`config.mk`:
```
export PLATFORM = sky130hd
export DESIGN_NAME = regwrite_decoder
export DESIGN_NICKNAME = d
export VERILOG_FILES = /design/src/rtl/regwrite_decoder.sv
export SDC_FILE = /design/constraint.sdc
export NUM_CORES = 1
export LEC_CHECK = 0
export CORE_MARGIN = 2
export CORE_UTILIZATION = 52
export CTS_CLUSTER_SIZE = 20
export DETAILED_ROUTE_END_ITERATION = 10
export PLACE_DENSITY_LB_ADDON = 0.15
export SLEW_MARGIN = 10
export SYNTH_ARGS = -nofsm -noshare
export SYNTH_HDL_FRONTEND = slang
export SYNTH_SLANG_ARGS = --single-unit
```
`constraint.sdc`:
```
create_clock -name clk -period 11.6 [get_ports clk]
set_input_delay 2.32 -clock clk [delete_from_list [all_inputs] [get_ports clk]]
set_output_delay 2.32 -clock clk [all_outputs]
set_load 0.02 [all_outputs]
```
`src/rtl/regwrite_decoder.sv`:
```
// regwrite_decoder
//   Takes register write requests from writeback through a valid/ready
//   handshake and buffers them in a 2-entry FIFO. Each pop drives a
//   registered one-hot write enable plus aligned data into the register file.
//   Writes to ZERO_REG, and to addresses >= NUM_REGS, are dropped.
//
// Ports
//   clk, reset          rising-edge clock, asynchronous active-high reset
//   wr_valid/wr_ready   request handshake (wr_ready is registered)
//   wr_addr, wr_data    destination register and write data
//   drain_en            register file can take a write this cycle
//   en_out, data_out    registered one-hot write enable and data
//   zero_drop           one-cycle pulse after a ZERO_REG request is discarded
//   occupancy           entries held in the queue (0..2)
//
// Optional feature (macro REGWRITE_FWD_EN)
//   rd_addr, fwd_hit, fwd_data: combinational lookup of pending writes.
//   The youngest match wins: tail, then head, then the output register.
module regwrite_decoder #(
  parameter int ADDR_W   = 5,
  parameter int DATA_W   = 64,
  parameter int NUM_REGS = 32,
  parameter int ZERO_REG = 31
) (
  input  logic                clk,
  input  logic                reset,
  input  logic                wr_valid,
  output logic                wr_ready,
  input  logic [ADDR_W-1:0]   wr_addr,
  input  logic [DATA_W-1:0]   wr_data,
  input  logic                drain_en,
  output logic [NUM_REGS-1:0] en_out,
  output logic [DATA_W-1:0]   data_out,
  output logic                zero_drop,
  output logic [1:0]          occupancy
`ifdef REGWRITE_FWD_EN
  ,
  input  logic [ADDR_W-1:0]   rd_addr,
  output logic                fwd_hit,
  output logic [DATA_W-1:0]   fwd_data
`endif
);

  localparam logic [1:0] EMPTY = 2'd0;
  localparam logic [1:0] ONE   = 2'd1;
  localparam logic [1:0] TWO   = 2'd2;

  localparam logic [ADDR_W-1:0] ZERO_A     = ADDR_W'(ZERO_REG);
  localparam logic [ADDR_W:0]   NUM_REGS_W = (ADDR_W+1)'(NUM_REGS);

  function automatic logic [NUM_REGS-1:0] onehot(input logic [ADDR_W-1:0] a);
    logic [NUM_REGS-1:0] r;
    r = '0;
    for (int unsigned i = 0; i < NUM_REGS; i++) r[i] = (a == ADDR_W'(i));
    return r;
  endfunction

  logic [1:0]        state, state_nxt;
  logic [ADDR_W-1:0] h_addr, t_addr;
  logic [DATA_W-1:0] h_data, t_data;
  logic              accept, is_zero, in_range, push, pop;

  assign occupancy = state;
  assign accept    = wr_valid & wr_ready;
  assign is_zero   = (wr_addr == ZERO_A);
  assign in_range  = ({1'b0, wr_addr} < NUM_REGS_W);
  assign push      = accept & ~is_zero & in_range;
  assign pop       = drain_en & (state != EMPTY);

  // The state encoding equals the entry count, so it steps by +/-1.
  always_comb begin
    state_nxt = state;
    case ({push, pop})
      2'b10:   state_nxt = state + 2'd1;
      2'b01:   state_nxt = state - 2'd1;
      default: state_nxt = state;
    endcase
  end

  always_ff @(posedge clk or posedge reset) begin
    if (reset) begin
      state     <= EMPTY;
      wr_ready  <= 1'b1;
      zero_drop <= 1'b0;
      en_out    <= '0;
      data_out  <= '0;
      h_addr    <= '0;
      h_data    <= '0;
      t_addr    <= '0;
      t_data    <= '0;
    end else begin
      state     <= state_nxt;
      wr_ready  <= (state_nxt != TWO);
      zero_drop <= accept & is_zero;

      if (pop) begin
        en_out   <= onehot(h_addr);
        data_out <= h_data;
      end else begin
        en_out   <= '0;
      end

      if (pop && state == TWO) begin
        h_addr <= t_addr;
        h_data <= t_data;
      end

      // A new entry lands in the head slot when the head is (or becomes)
      // free this edge; otherwise it goes behind the surviving head.
      if (push) begin
        if (state == EMPTY || (state == ONE && pop)) begin
          h_addr <= wr_addr;
          h_data <= wr_data;
        end else begin
          t_addr <= wr_addr;
          t_data <= wr_data;
        end
      end
    end
  end

`ifdef REGWRITE_FWD_EN
  always_comb begin
    fwd_hit  = 1'b0;
    fwd_data = '0;
    if (rd_addr != ZERO_A) begin
      if (state == TWO && t_addr == rd_addr) begin
        fwd_hit  = 1'b1;
        fwd_data = t_data;
      end else if (state != EMPTY && h_addr == rd_addr) begin
        fwd_hit  = 1'b1;
        fwd_data = h_data;
      end else if (|(en_out & onehot(rd_addr))) begin
        fwd_hit  = 1'b1;
        fwd_data = data_out;
      end
    end
  end
`endif

endmodule

```
==> results list, run 1 <==
* Status: finished, final reports clean
* H-tree level count: 1
* Worst r2r path cells: 7
- Launch point of the worst path: reset
* Category of the worst setup path capture point: asynchronous set/reset pin
* Clock input transition at the sequential cells of the worst setup and hold paths: ~0.060 ns
- At the end of the flow the core is filled with cells to 0.6740.
* Number of DRC markers after the initial detailed-route iteration: 370
- Synthesis inferred ~240 register bits.
- For the final routed database, the setup TNS stands at 0 ns.
* Share of flip-flops with an asynchronous set or reset: 1.000
- Ports placed on the boundary: approximately 170
* Initial core utilization: 0.5294
- Post-cts hold buffer count: 0
* Final nets: 1,067
* Layout cell share with drive strength beyond 1: 0.1202
- Most common flop cell mapped by yosys: sky130_fd_sc_hd__dfrtp_1
- Routed wire length per instance: 15.99 µm
- The pre-antenna-repair detailed-routing pass consisted of 4 iterations.
- Switching Fraction: 0.3368
- The number of clock buffers added by TritonCTS is 25.
- PD cells: 266.5 nW/µm²
* Reg2reg start: occupancy[0]$_DFF_PP0_
* Synthesized netlist net count: around 910
* Final period utilization: 0.3813
* Antenna violations before repair: 1
* Setup slack of the worst register-to-register path: between 9 and 10 ns
- Sequential fraction of design power: 0.428
* Yosys synthesis warning count: 0
- Synthesized-area fraction occupied by ao, oa, aoi and oai cells: 0.04647
* Total Die Area: just under 20,000 µm²
- The number of antenna diodes in the final layout is 0.
- The share of total power dissipated in the clock network is 0.227.
- Worst clock skew: ~0.015 ns
* Die span in y: between 100 and 150 µm
- Cells after synthesis: around 830
* End point of the critical path: h_data[59]$_DFF_PP0_
- Of the total synthesized cell area, the portion taken by full adders, half adders and majority gates is 0.003960.
- Final number of max-transition violations: 0
- Max-slew headroom at the worst pin: 0.2809
- Xor and xnor fraction of the mapped netlist area: 0
- Routed WL: about 20 mm
- The min-delay analysis places its worst path in the category reg2reg.
- Clock latency on the worst-skew pair: around 0.51 ns
- For the pin with the worst max-slew slack, the measured transition is around 1.1 ns.
- Vias after detailed routing: 6,364
- The filler cells instantiated in the layout total roughly 1,400.
* Worst IR drop on VDD: approximately 150 µV
- Remaining antenna violation count: 0
* Fin crit period: between 4 and 5 ns
- Count of final setup violators: 0
- Combinational cell fraction of total power: 0.345
- Based on the critical path, the design can be clocked at up to 226.1 MHz.
- Setup repair after global routing left no endpoint under its margin.
- Maximum buffer depth of the clock tree: 3
* Remaining Overflow, GRT: 0
- GRT Util Overall: 0.2054
- Max cap viols: 0
- Clock Sink Count: approximately 240
- Port Buf Inserts: around 170
- Count of buffers added by post-CTS timing repair for setup: 0
* Via count of the first global-routing pass: ~6,200
- Switching power total: 1.083 mW
* Number of synthesized flops with an enable pin: 0
* Leakage power summed over all cells: 5.883 nW
- TritonCTS built the clock tree.
- Reg2Reg Capture Point: h_data[42]$_DFF_PP0_
- Unique cell type count in the Yosys netlist: 34
- Average vias per placed instance: just over 5
- Non-filler instance count after layout: ~1,200
- STA puts the critical path data arrival time at a little under 5 ns.
* Final HPWL DP: between 10 and 15 mm
- Area fraction in and, or, nand and nor cells after synthesis: 0.1341
* Placer's final routability congestion estimate: between 0.7 and 0.8
* Sequential cell area in the final layout: just under 6000 µm²
- The area growth from synthesis to layout is 27.30%.
- Post-cts sizing count: 0
* Maximum fanout encountered on the critical timing path: ~110
- Area of the mapped netlist: between 9000 and 10,000 µm²
* Internal Power: 2.132 mW
- After floorplanning, the core was divided into 49 placement rows.
* First-pass GRT wire length: 32.37 mm
- The critical path in this run is classified as in2async.
- After synthesis, the largest family of logic cells by area is multiplexers.
- Entering global routing, the biggest net connects 113 pins.
- Once placement completed, the tool counted placed cells totaling between 1,000 and 1,500.
- Clock tree synthesis selected as its root buffer the cell sky130_fd_sc_hd__clkbuf_16.
- Final hold violation count: 0
* # DRC: 0
- Synthesized area per cell: ~11 µm²
- Worst setup SP type: input pin
* Core outline area: 17,900 µm²
- Sequential element share of the synthesized area: 0.6285
- Overall power of the completed layout: ~3.2 mW
- The portion of synthesized area spent on multiplexers is 0.1588.
* Die width: 139.0 µm
- Area occupied by multi-input gates: between 3000 and 4000 µm²
* Required time reported for the critical path endpoint: about 12 ns
worst max-delay path, cell delays in order:
cell and delay (ns):
sky130_fd_sc_hd__clkdlybuf4s50_1 0.49, sky130_fd_sc_hd__inv_8 0.57, sky130_fd_sc_hd__buf_4 0.68, sky130_fd_sc_hd__buf_4 0.80
placed cells by master (no fill, tap or decap), types with 2 or more instances in the layout:
cell / instances
sky130_fd_sc_hd__buf_4: 7
sky130_fd_sc_hd__clkbuf_1: 9
sky130_fd_sc_hd__clkbuf_16: 25
sky130_fd_sc_hd__clkbuf_8: 3
sky130_fd_sc_hd__clkdlybuf4s50_1: 172
sky130_fd_sc_hd__clkinv_2: 3
sky130_fd_sc_hd__dfrtp_1: 237
sky130_fd_sc_hd__ha_1: 3
sky130_fd_sc_hd__inv_1: 2
sky130_fd_sc_hd__inv_8: 2
sky130_fd_sc_hd__mux2_2: 59
sky130_fd_sc_hd__mux2_4: 10
sky130_fd_sc_hd__mux2i_1: 69
sky130_fd_sc_hd__nand2_1: 267
sky130_fd_sc_hd__nand2_4: 2
sky130_fd_sc_hd__nand2b_1: 2
sky130_fd_sc_hd__nand3_1: 5
sky130_fd_sc_hd__nor2_1: 37
sky130_fd_sc_hd__nor2b_1: 2
sky130_fd_sc_hd__nor3_1: 2
sky130_fd_sc_hd__nor4_1: 2
sky130_fd_sc_hd__o21ai_0: 59
sky130_fd_sc_hd__o21ai_1: 11
synth_stat cells (3+ instances only):
library cell / n / share of area
sky130_fd_sc_hd__nor2_1: 37 / 0.015
sky130_fd_sc_hd__nand3_1: 5 / 0.0026
sky130_fd_sc_hd__nor2b_1: 3 / 0.0020
sky130_fd_sc_hd__buf_6: 6 / 0.0071
sky130_fd_sc_hd__o21ai_0: 59 / 0.031
sky130_fd_sc_hd__nand2b_1: 3 / 0.0020
sky130_fd_sc_hd__buf_2: 19 / 0.010
sky130_fd_sc_hd__mux2i_1: 69 / 0.073
sky130_fd_sc_hd__mux2_2: 59 / 0.070
sky130_fd_sc_hd__nand2_1: 267 / 0.11
sky130_fd_sc_hd__dfrtp_1: 237 / 0.63
sky130_fd_sc_hd__clkbuf_1: 13 / 0.0051
sky130_fd_sc_hd__inv_1: 3 / 0.0012
sky130_fd_sc_hd__o21ai_1: 11 / 0.0058
sky130_fd_sc_hd__ha_1: 3 / 0.0040
sky130_fd_sc_hd__mux2_4: 10 / 0.016
sky130_fd_sc_hd__buf_1: 5 / 0.0020
routing by layer:
metal	routed length, µm	track usage
met5	0	0
met4	385	0.05742
met2	9036	0.3246
met1	9064	0.2951
met3	1280	0.03902
power by group through the flow:
stage / logic [mW] / clock network (mW) / registers (mW)
floorplan: 0.631 / 0 / 1.47
global placement: 1.09 / 0 / 1.38
detailed placement: 1.12 / 0 / 1.39
CTS: 1.13 / 0.749 / 1.38
global route: 1.22 / 0.785 / 1.42
finish: 1.11 / 0.730 / 1.38
state kept, by name (all words and copies together), names as in the netlist:
signal / cells
en_out: 32
h_addr: 5
occupancy: 2
t_addr: 5
zero_drop: 1
wr_ready: 1
t_data: 64
h_data: 64
data_out: 64
worst min path at each step:
| stage | startpoint | to | slack [ns] | cells after the start |
|---|---|---|---|---|
| 2_1_floorplan | h_data[0]$_DFF_PP0_ | data_out[0]$_DFFE_PP0P_ | 0.44 | 2 |
| 3_3_place_gp | h_data[19]$_DFF_PP0_ | data_out[19]$_DFFE_PP0P_ | 0.45 | 2 |
| 3_5_place_dp | h_data[51]$_DFF_PP0_ | data_out[51]$_DFFE_PP0P_ | 0.45 | 2 |
| 4_1_cts | h_data[42]$_DFF_PP0_ | data_out[42]$_DFFE_PP0P_ | 0.47 | 2 |
| 5_1_grt | h_data[51]$_DFF_PP0_ | data_out[51]$_DFFE_PP0P_ | 0.48 | 2 |
| 6_report | h_data[61]$_DFF_PP0_ | data_out[61]$_DFFE_PP0P_ | 0.46 | 2 |
area by class of cell:
| cell class | count | area share |
|---|---|---|
| clock buffer | 37 | 0.05807 |
| clock inverter | 6 | 0.003526 |
| inverter | 3 | 0.001556 |
| multi-input combinational | 544 | 0.2723 |
| sequential | 238 | 0.4937 |
| tap | 229 | 0.02375 |
| timing repair buffer | 179 | 0.1470 |
logic make-up after synthesis:
group / Yosys count
AND/OR/NAND/NOR: 325
flip-flops: 238
multiplexers: 138
AO/OA/AOI/OAI: 78
buffers and inverters: 50
adder cells (fa/ha/maj): 3
stage by stage:
step	hold slack, ns	instance area [µm²]	setup WS [ns]
floorplan	0.4385	9478	2.750
global placement	0.4474	11320	6.486
detailed placement	0.4536	11320	6.469
CTS	0.4676	12070	7.036
global route	0.4801	12070	6.725
finish	0.4629	12070	7.176
Note: power is estimated with default switching activity, not from simulation.
==> inputs of run 2 (changes only) <==
- clock period: 11.6 -> 4.35 ns (I/O delays scaled with it)
==> run 2 against run 1 <==
Net effect:
- final cell count about the same
- first-iteration DRC count unchanged
- design area grew 1.5%
- critical path depth up 1
- count of clock-buffer cells in the layout is 7 lower
- clock power grew to 3.1 times the previous value
- setup slack lost 5.5 ns
- worst hold slack improved by 0.0020 ns
- register-to-register slack got worse by 7.2 ns
- critical path type is now in2reg
- critical endpoint is now t_data[41]$_DFFE_PP0P_
- highest routed layer unchanged
==> results list, run 2 (synthesis results as in run 1) <==
* Buffering stage count on the worst path with inverters included: 1
* Antenna violations before repair: 0
- In the final layout, the share of cells above drive strength 1 is 0.1282.
- Routed wire length per instance: roughly 16 µm
- Before CTS, the worst setup slack after placement is about 1.2 ns.
* Row cnt: 49
* Critical-path cell list: clkdlybuf4s50_1 -> and3_4 -> a31oi_4 -> nand2_4 -> mux2_2
* Final antenna diode count: 0
- Port Buf Inserts: about 170
* Post-route setup TNS: 0 ns
- The tightest min-delay check is of the reg2reg type.
* Final period utilization: 0.6086
* Smallest setup slack after layout: 1.703 ns
* Ports placed on the boundary: between 150 and 200
* Via count of the first global-routing pass: about 6,300
* Unrepaired setup endpoints after global routing: false
- In this design, the stage delay of the slowest critical-path cell is 0.79 ns.
- Buffers added to address setup during post-CTS repair amount to 0.
- Vias after detailed routing: between 6,000 and 7,000
- Clock-pin slew was measured on the worst setup and hold paths at around 0.060 ns.
- Required time reported for the critical path endpoint: roughly 4.7 ns
- Fin crit period: around 2.6 ns
* Average vias per placed instance: 5.183
* Pin slew with the least headroom to its limit: between 1 and 1.5 ns
- Worst clock skew: 0.009232 ns
- On the critical path, the stage with the largest delay is an instance of sky130_fd_sc_hd__nand2_4.
- Launch point of the worst path: wr_addr[0]
- Clock latency on the worst-skew pair: about 0.51 ns
- Entering global routing, the biggest net connects between 150 and 200 pins.
- Clock tree synthesis selected as its root buffer the cell sky130_fd_sc_hd__clkbuf_16.
- For this design the ratio of total power to cell area is between 700 and 800 nW/µm².
* Worst r2r path cells: 5
- Post-CTS repair changed the size of 0 cells.
- After floorplanning, the core was sized to cover ~18,000 µm².
- Hold depth: 2
- First-pass GRT wire length: approximately 33 mm
- Leakage power summed over all cells: a little under 6 nW
* Worst setup SP type: input pin
* CTS tree: done
- # DRC: 0
- Total of fill cells in the finished design: 1,346
- Worst IR drop on VDD: ~400 µV
* Family with the most delay on the worst path: simple AND/OR/NAND/NOR gates
* Most common cell after layout, fill and taps aside: sky130_fd_sc_hd__nand2_1
- The number of hold violations in the final report is 0.
- The die is around 140 µm tall.
- Initial core utilization: 0.5294
- The die covers 19,320 µm².
- Hold repair after CTS inserted 0 buffers.
- Clock Sink Count: 238
* Worst hold slack: ~0.46 ns
- Summing all multi-input logic gate instances after layout gives approximately 3300 µm².
- CTS built an H-tree with a depth of 1.
- The startpoint identified for the worst register-to-register timing path is occupancy[0]$_DFF_PP0_.
- Remaining antenna violation count: 0
* Count of final setup violators: 0
- Final HPWL DP: roughly 12 mm
- By startpoint and endpoint, the worst setup path is classified as in2reg.
- Overall power of the completed layout: 8.937 mW
- In this run the tightest slew margin relative to its limit is 0.2917.
- Routed WL: 19.79 mm
- Layout-stage area growth over the synthesis result: 29.21%
- Counting buffers and inverters, the worst setup path is 5 cells deep.
- Number of CTS-inserted buffers: 24
- Sequential cell area in the final layout: around 6000 µm²
* Die width: 139.0 µm
- The tool flagged a number of max-cap violations equal to 0.
- Maximum buffer depth of the clock tree: 3
* Final number of max-transition violations: 0
- At the worst endpoint, the arrival time is ~3 ns.
* Top Registers: data_out: 64 flops, h_data: 64 flops, t_data: 64 flops
* Category of the worst setup path capture point: flop
- For this run, the top clock speed supported by timing is 377.8 MHz.
* Setup slack of the worst register-to-register path: approximately 1.8 ns
* Final nets: between 1,000 and 1,500
- Remaining Overflow, GRT: 0
* Number of DRC markers after the initial detailed-route iteration: 370
- At the end of routability-driven placement, the weighted congestion stood at 0.7865.
* Source of the worst hold timing path: h_data[52]$_DFF_PP0_
- GRT Util Overall: 0.2043
* Maximum fanout encountered on the critical timing path: 69
- The run finished with clean final reports.
- Summing all non-filler instances in the final layout gives an area of about 12,000 µm².
* Post-Place Cell Area: ~11,000 µm²
- Detailed-router iteration count before antenna repair: 4
* Most used cells in the layout excluding fill and tap cells: 267 x sky130_fd_sc_hd__nand2_1, 237 x sky130_fd_sc_hd__dfrtp_1, 172 x sky130_fd_sc_hd__clkdlybuf4s50_1, 69 x sky130_fd_sc_hd__mux2i_1
==> run 2: changes by cell type in the layout (fill, tap and decap cells not counted), sizes merged <==
cell      before  now
buf            7    6
bufinv         0    5
clkbuf        37   30
clkinvlp       1    5
inv            5    3
==> run 2: layer usage <==
metal	part of all wire	up-vias	GRT usage	routed length, µm
met3	0.043	33	0.02935	850
met1	0.45	3169	0.2920	8981
met5	0	-	0	0
met4	0.023	0	0.05688	459
met2	0.48	140	0.3313	9498
li1	-	3059	-	-
==> run 2: tightest hold or removal path, stage by stage, from the launching register on <==
cell	delay, ns
sky130_fd_sc_hd__dfrtp_1	0.34
sky130_fd_sc_hd__nand2_1	0.05
sky130_fd_sc_hd__nand2_1	0.05
==> run 2: area by class of cell <==
cell class | count | share of cell area
Inverter | 3 | 0.001226
Tap cell | 229 | 0.02340
Sequential cell | 238 | 0.4864
Clock inverter | 13 | 0.01665
Multi-Input combinational cell | 544 | 0.2683
Timing Repair Buffer | 178 | 0.1473
Clock buffer | 30 | 0.05670
==> run 2: path summary, 6_finish.rpt <==
path / endpoint
worst max-delay path: t_data[41]$_DFFE_PP0P_
worst min-delay path: data_out[52]$_DFFE_PP0P_
worst max register to register: t_data[41]$_DFFE_PP0P_
worst min register to register: data_out[52]$_DFFE_PP0P_
max in group asynchronous: occupancy[1]$_DFF_PP0_
min in group asynchronous: h_data[2]$_DFF_PP0_
==> run 2: through the flow <==
step,std cells,util
after CTS,1235,0.6841
after detailed placement,1192,0.6339
after global placement,1192,0.6339
after global routing,1235,0.6841
after floorplan,832,-
final,1235,0.6841
==> run 2: power breakdown <==
group / leakage [nW] / internal, mW / switching [mW]
logic: 2.55 / 1.43 / 1.54
clock network: 0.432 / 1.43 / 0.860
registers: 2.97 / 3.15 / 0.522
==> inputs of run 3 (changes only) <==
- CORE_UTILIZATION: 52 -> 47
- clock period: 4.35 -> 2.4 ns (I/O delays scaled with it)
==> run 3 against run 2 <==
Net effect:
- setup slack worse by 1.5 ns
- clock skew down 0.0027 ns
- design area up 1.0%
- count of clock-buffer cells in the layout up 7
- via count up 0.59%
- final cell count up 3.8%
- worst hold slack worse by 0.12 ns
- combinational power up 88%
- sequential share of layout area down 0.49 points
- critical path depth down 4
- first-iteration DRC count up 6.8%
- wire length up 3.3%
- largest power group unchanged
==> results list, run 3 (synthesis results as in run 1) <==
- The flow ran to the end, and the final reports show no timing, DRC or antenna violations.
- TritonCTS built the clock tree.
- Clock Root Buffer: sky130_fd_sc_hd__clkbuf_16
- Category of the worst setup path capture point: output port
- Setup CP Type: reg2out
- Smallest setup slack after layout: 0.2478 ns
- Once placement finished, the instance area stood at 11,630 µm².
* First-pass GRT wire length: 34.69 mm
- Final nets: between 1,000 and 1,500
- Among cell families on the critical path, the largest total delay comes from buffers and inverters.
- Count of final setup violators: 0
- Together, buffers and inverters on the worst path number 1.
* Initial core utilization: 0.4822
- Fin crit period: about 2.2 ns
- Layout-stage area growth over the synthesis result: 30.54%
- For this design the static power due to leakage is between 6 and 7 nW.
- The share of total power dissipated in combinational logic is 0.354.
- Unrepaired setup endpoints after global routing: false
- Setup slack after placement: 0.09754 ns
* Die span in y: around 150 µm
* Proportion of power drawn by the clock network: 0.223
* Worst hold slack: 0.3496 ns
- Final hold violation count: 0
- The slowest stage of the critical path is the sky130_fd_sc_hd__clkdlybuf4s50_1 cell.
- Detailed-router iteration count before antenna repair: 4
- The tightest min-delay check is of the in2async type.
- Routed wire length per instance: approximately 16 µm
- Along the worst path, the maximum fanout reaches 2.
* Pin count of the biggest net entering global routing: 79
* Top Registers: data_out: 64 flops, h_data: 64 flops, t_data: 64 flops
* Vias after detailed routing: approximately 6,400
- Clock input transition at the sequential cells of the worst setup and hold paths: ~0.060 ns
- Internal power comes to 10.51 mW.
* Remaining antenna violation count: 0
- Die width: 146.0 µm
* Remaining Overflow, GRT: 0
* Post-cts hold buffer count: 0
- Switching power total: 5.205 mW
* Worst setup SP type: flop
- Peak Freq: ~460 MHz
- Count of buffers added by post-CTS timing repair for setup: 0
* Most common cell after layout, fill and taps aside: sky130_fd_sc_hd__nand2_1
- The worst-case IR drop observed on VDD is roughly 640 µV.
- Final antenna diode count: 0
* Final cell area excluding filler cells: 12,370 µm²
- CP arrival: between 1.5 and 2 ns
- Layout cell share with drive strength beyond 1: 0.1318
- Row cnt: 51
- The tool flagged a number of max-cap violations equal to 0.
- After legalization and detailed placement, the total HPWL measured about 13 mm.
* Overall power of the completed layout: 15.72 mW
- Number of DRC markers after the initial detailed-route iteration: just under 400
- Sequential fraction of design power: 0.423
* Total Die Area: ~21,000 µm²
* Worst clock skew: 0.006575 ns
* Placer's final routability congestion estimate: roughly 0.73
- At the worst endpoint, the required time is 1.92 ns.
- Including well taps, the total number of placed cells is ~1,200.
- In this run the number of H-tree levels came out at 1.
- GRT Util Overall: 0.1979
- During placement, the flow inserted port buffers numbering around 170.
* PD cells: about 1300 nW/µm²
* Number of CTS-inserted buffers: 24
* Max-slew headroom at the worst pin: 0.7083
- In this run the critical register-to-register path is launched from occupancy[0]$_DFF_PP0_.
* Switching Fraction: 0.3311
- At the pin with the least slew margin, the transition time is approximately 0.44 ns.
- The critical path starts at wr_ready$_DFF_PP1_.
- Adding up every negative setup slack in the final design gives 0 ns.
* Maximum buffer depth of the clock tree: 3
* Final number of max-transition violations: 0
- Wires add up to 20.44 mm.
- Clock Sink Count: 238
- The top cell types in the final layout, fill and taps aside, are 267 x sky130_fd_sc_hd__nand2_1, 237 x sky130_fd_sc_hd__dfrtp_1, 172 x sky130_fd_sc_hd__clkdlybuf4s50_1, 69 x sky130_fd_sc_hd__mux2i_1.
- For this run, design rule violations remaining after detail routing come to 0.
* Post-cts sizing count: 0
* Average vias per placed instance: roughly 5.0
- Leaving out filler cells and counting taps, the final layout contains 1,282.
* Ports placed on the boundary: about 170
* Clock latency on the worst-skew pair: around 0.50 ns
- Antenna violations before repair: 0
- Critical-path cell list: clkdlybuf4s50_1
- Core outline area: 19,650 µm²
- In this design, the stage delay of the slowest critical-path cell is between 0.6 and 0.7 ns.
* Final period utilization: 0.8968
- The number of global-route vias before repair came to 6,667.
- At the end of the flow the core is filled with cells to 0.6295.
run 3: cell count changes in the layout (fill, tap and decap cells not counted), moves of 4 or more:
cell | before | now
sky130_fd_sc_hd__buf_12 | 3 | 13
sky130_fd_sc_hd__buf_4 | 3 | 8
sky130_fd_sc_hd__bufinv_16 | 5 | 0
sky130_fd_sc_hd__clkbuf_1 | 0 | 6
sky130_fd_sc_hd__clkinvlp_4 | 5 | 1
run 3: cell type report:
type                            count  area (µm²)
Timing Repair Buffer              193        2042
Multi-Input combinational cell    544        3286
Sequential cell                   238        5957
Clock inverter                      2       10.01
Tap cell                          265       331.6
Fill cell                        1664        7282
Inverter                            3       15.01
Clock buffer                       37       730.7
run 3: per-layer routing:
metal	GRT usage	up-vias	routed length, µm
met1	0.2781	3181	9523
met5	0	-	0
met2	0.3243	147	9543
met4	0.04854	0	362
met3	0.03354	28	1007
li1	-	3083	-
run 3: final timing paths:
check                                                 to  slack, ns  depth (start not counted)
worst max-delay path                            wr_ready       0.25                          1
worst min-delay path                en_out[23]$_DFF_PP0_       0.35                          2
worst max register to register        wr_ready$_DFF_PP1_       0.39                          7
worst min register to register  data_out[54]$_DFFE_PP0P_       0.46                          2
max in group asynchronous             wr_ready$_DFF_PP1_       1.39                          3
min in group clk                data_out[54]$_DFFE_PP0P_       0.46                          2
run 3: power groups by stage:
stage | clock [mW] | combinational (mW) | sequential (mW)
after detailed placement | 0 | 5.64 | 6.71
final | 3.50 | 5.57 | 6.65
after floorplan | 0 | 3.05 | 7.11
after CTS | 3.60 | 5.65 | 6.66
after global routing | 3.75 | 6.16 | 6.88
after global placement | 0 | 5.51 | 6.67
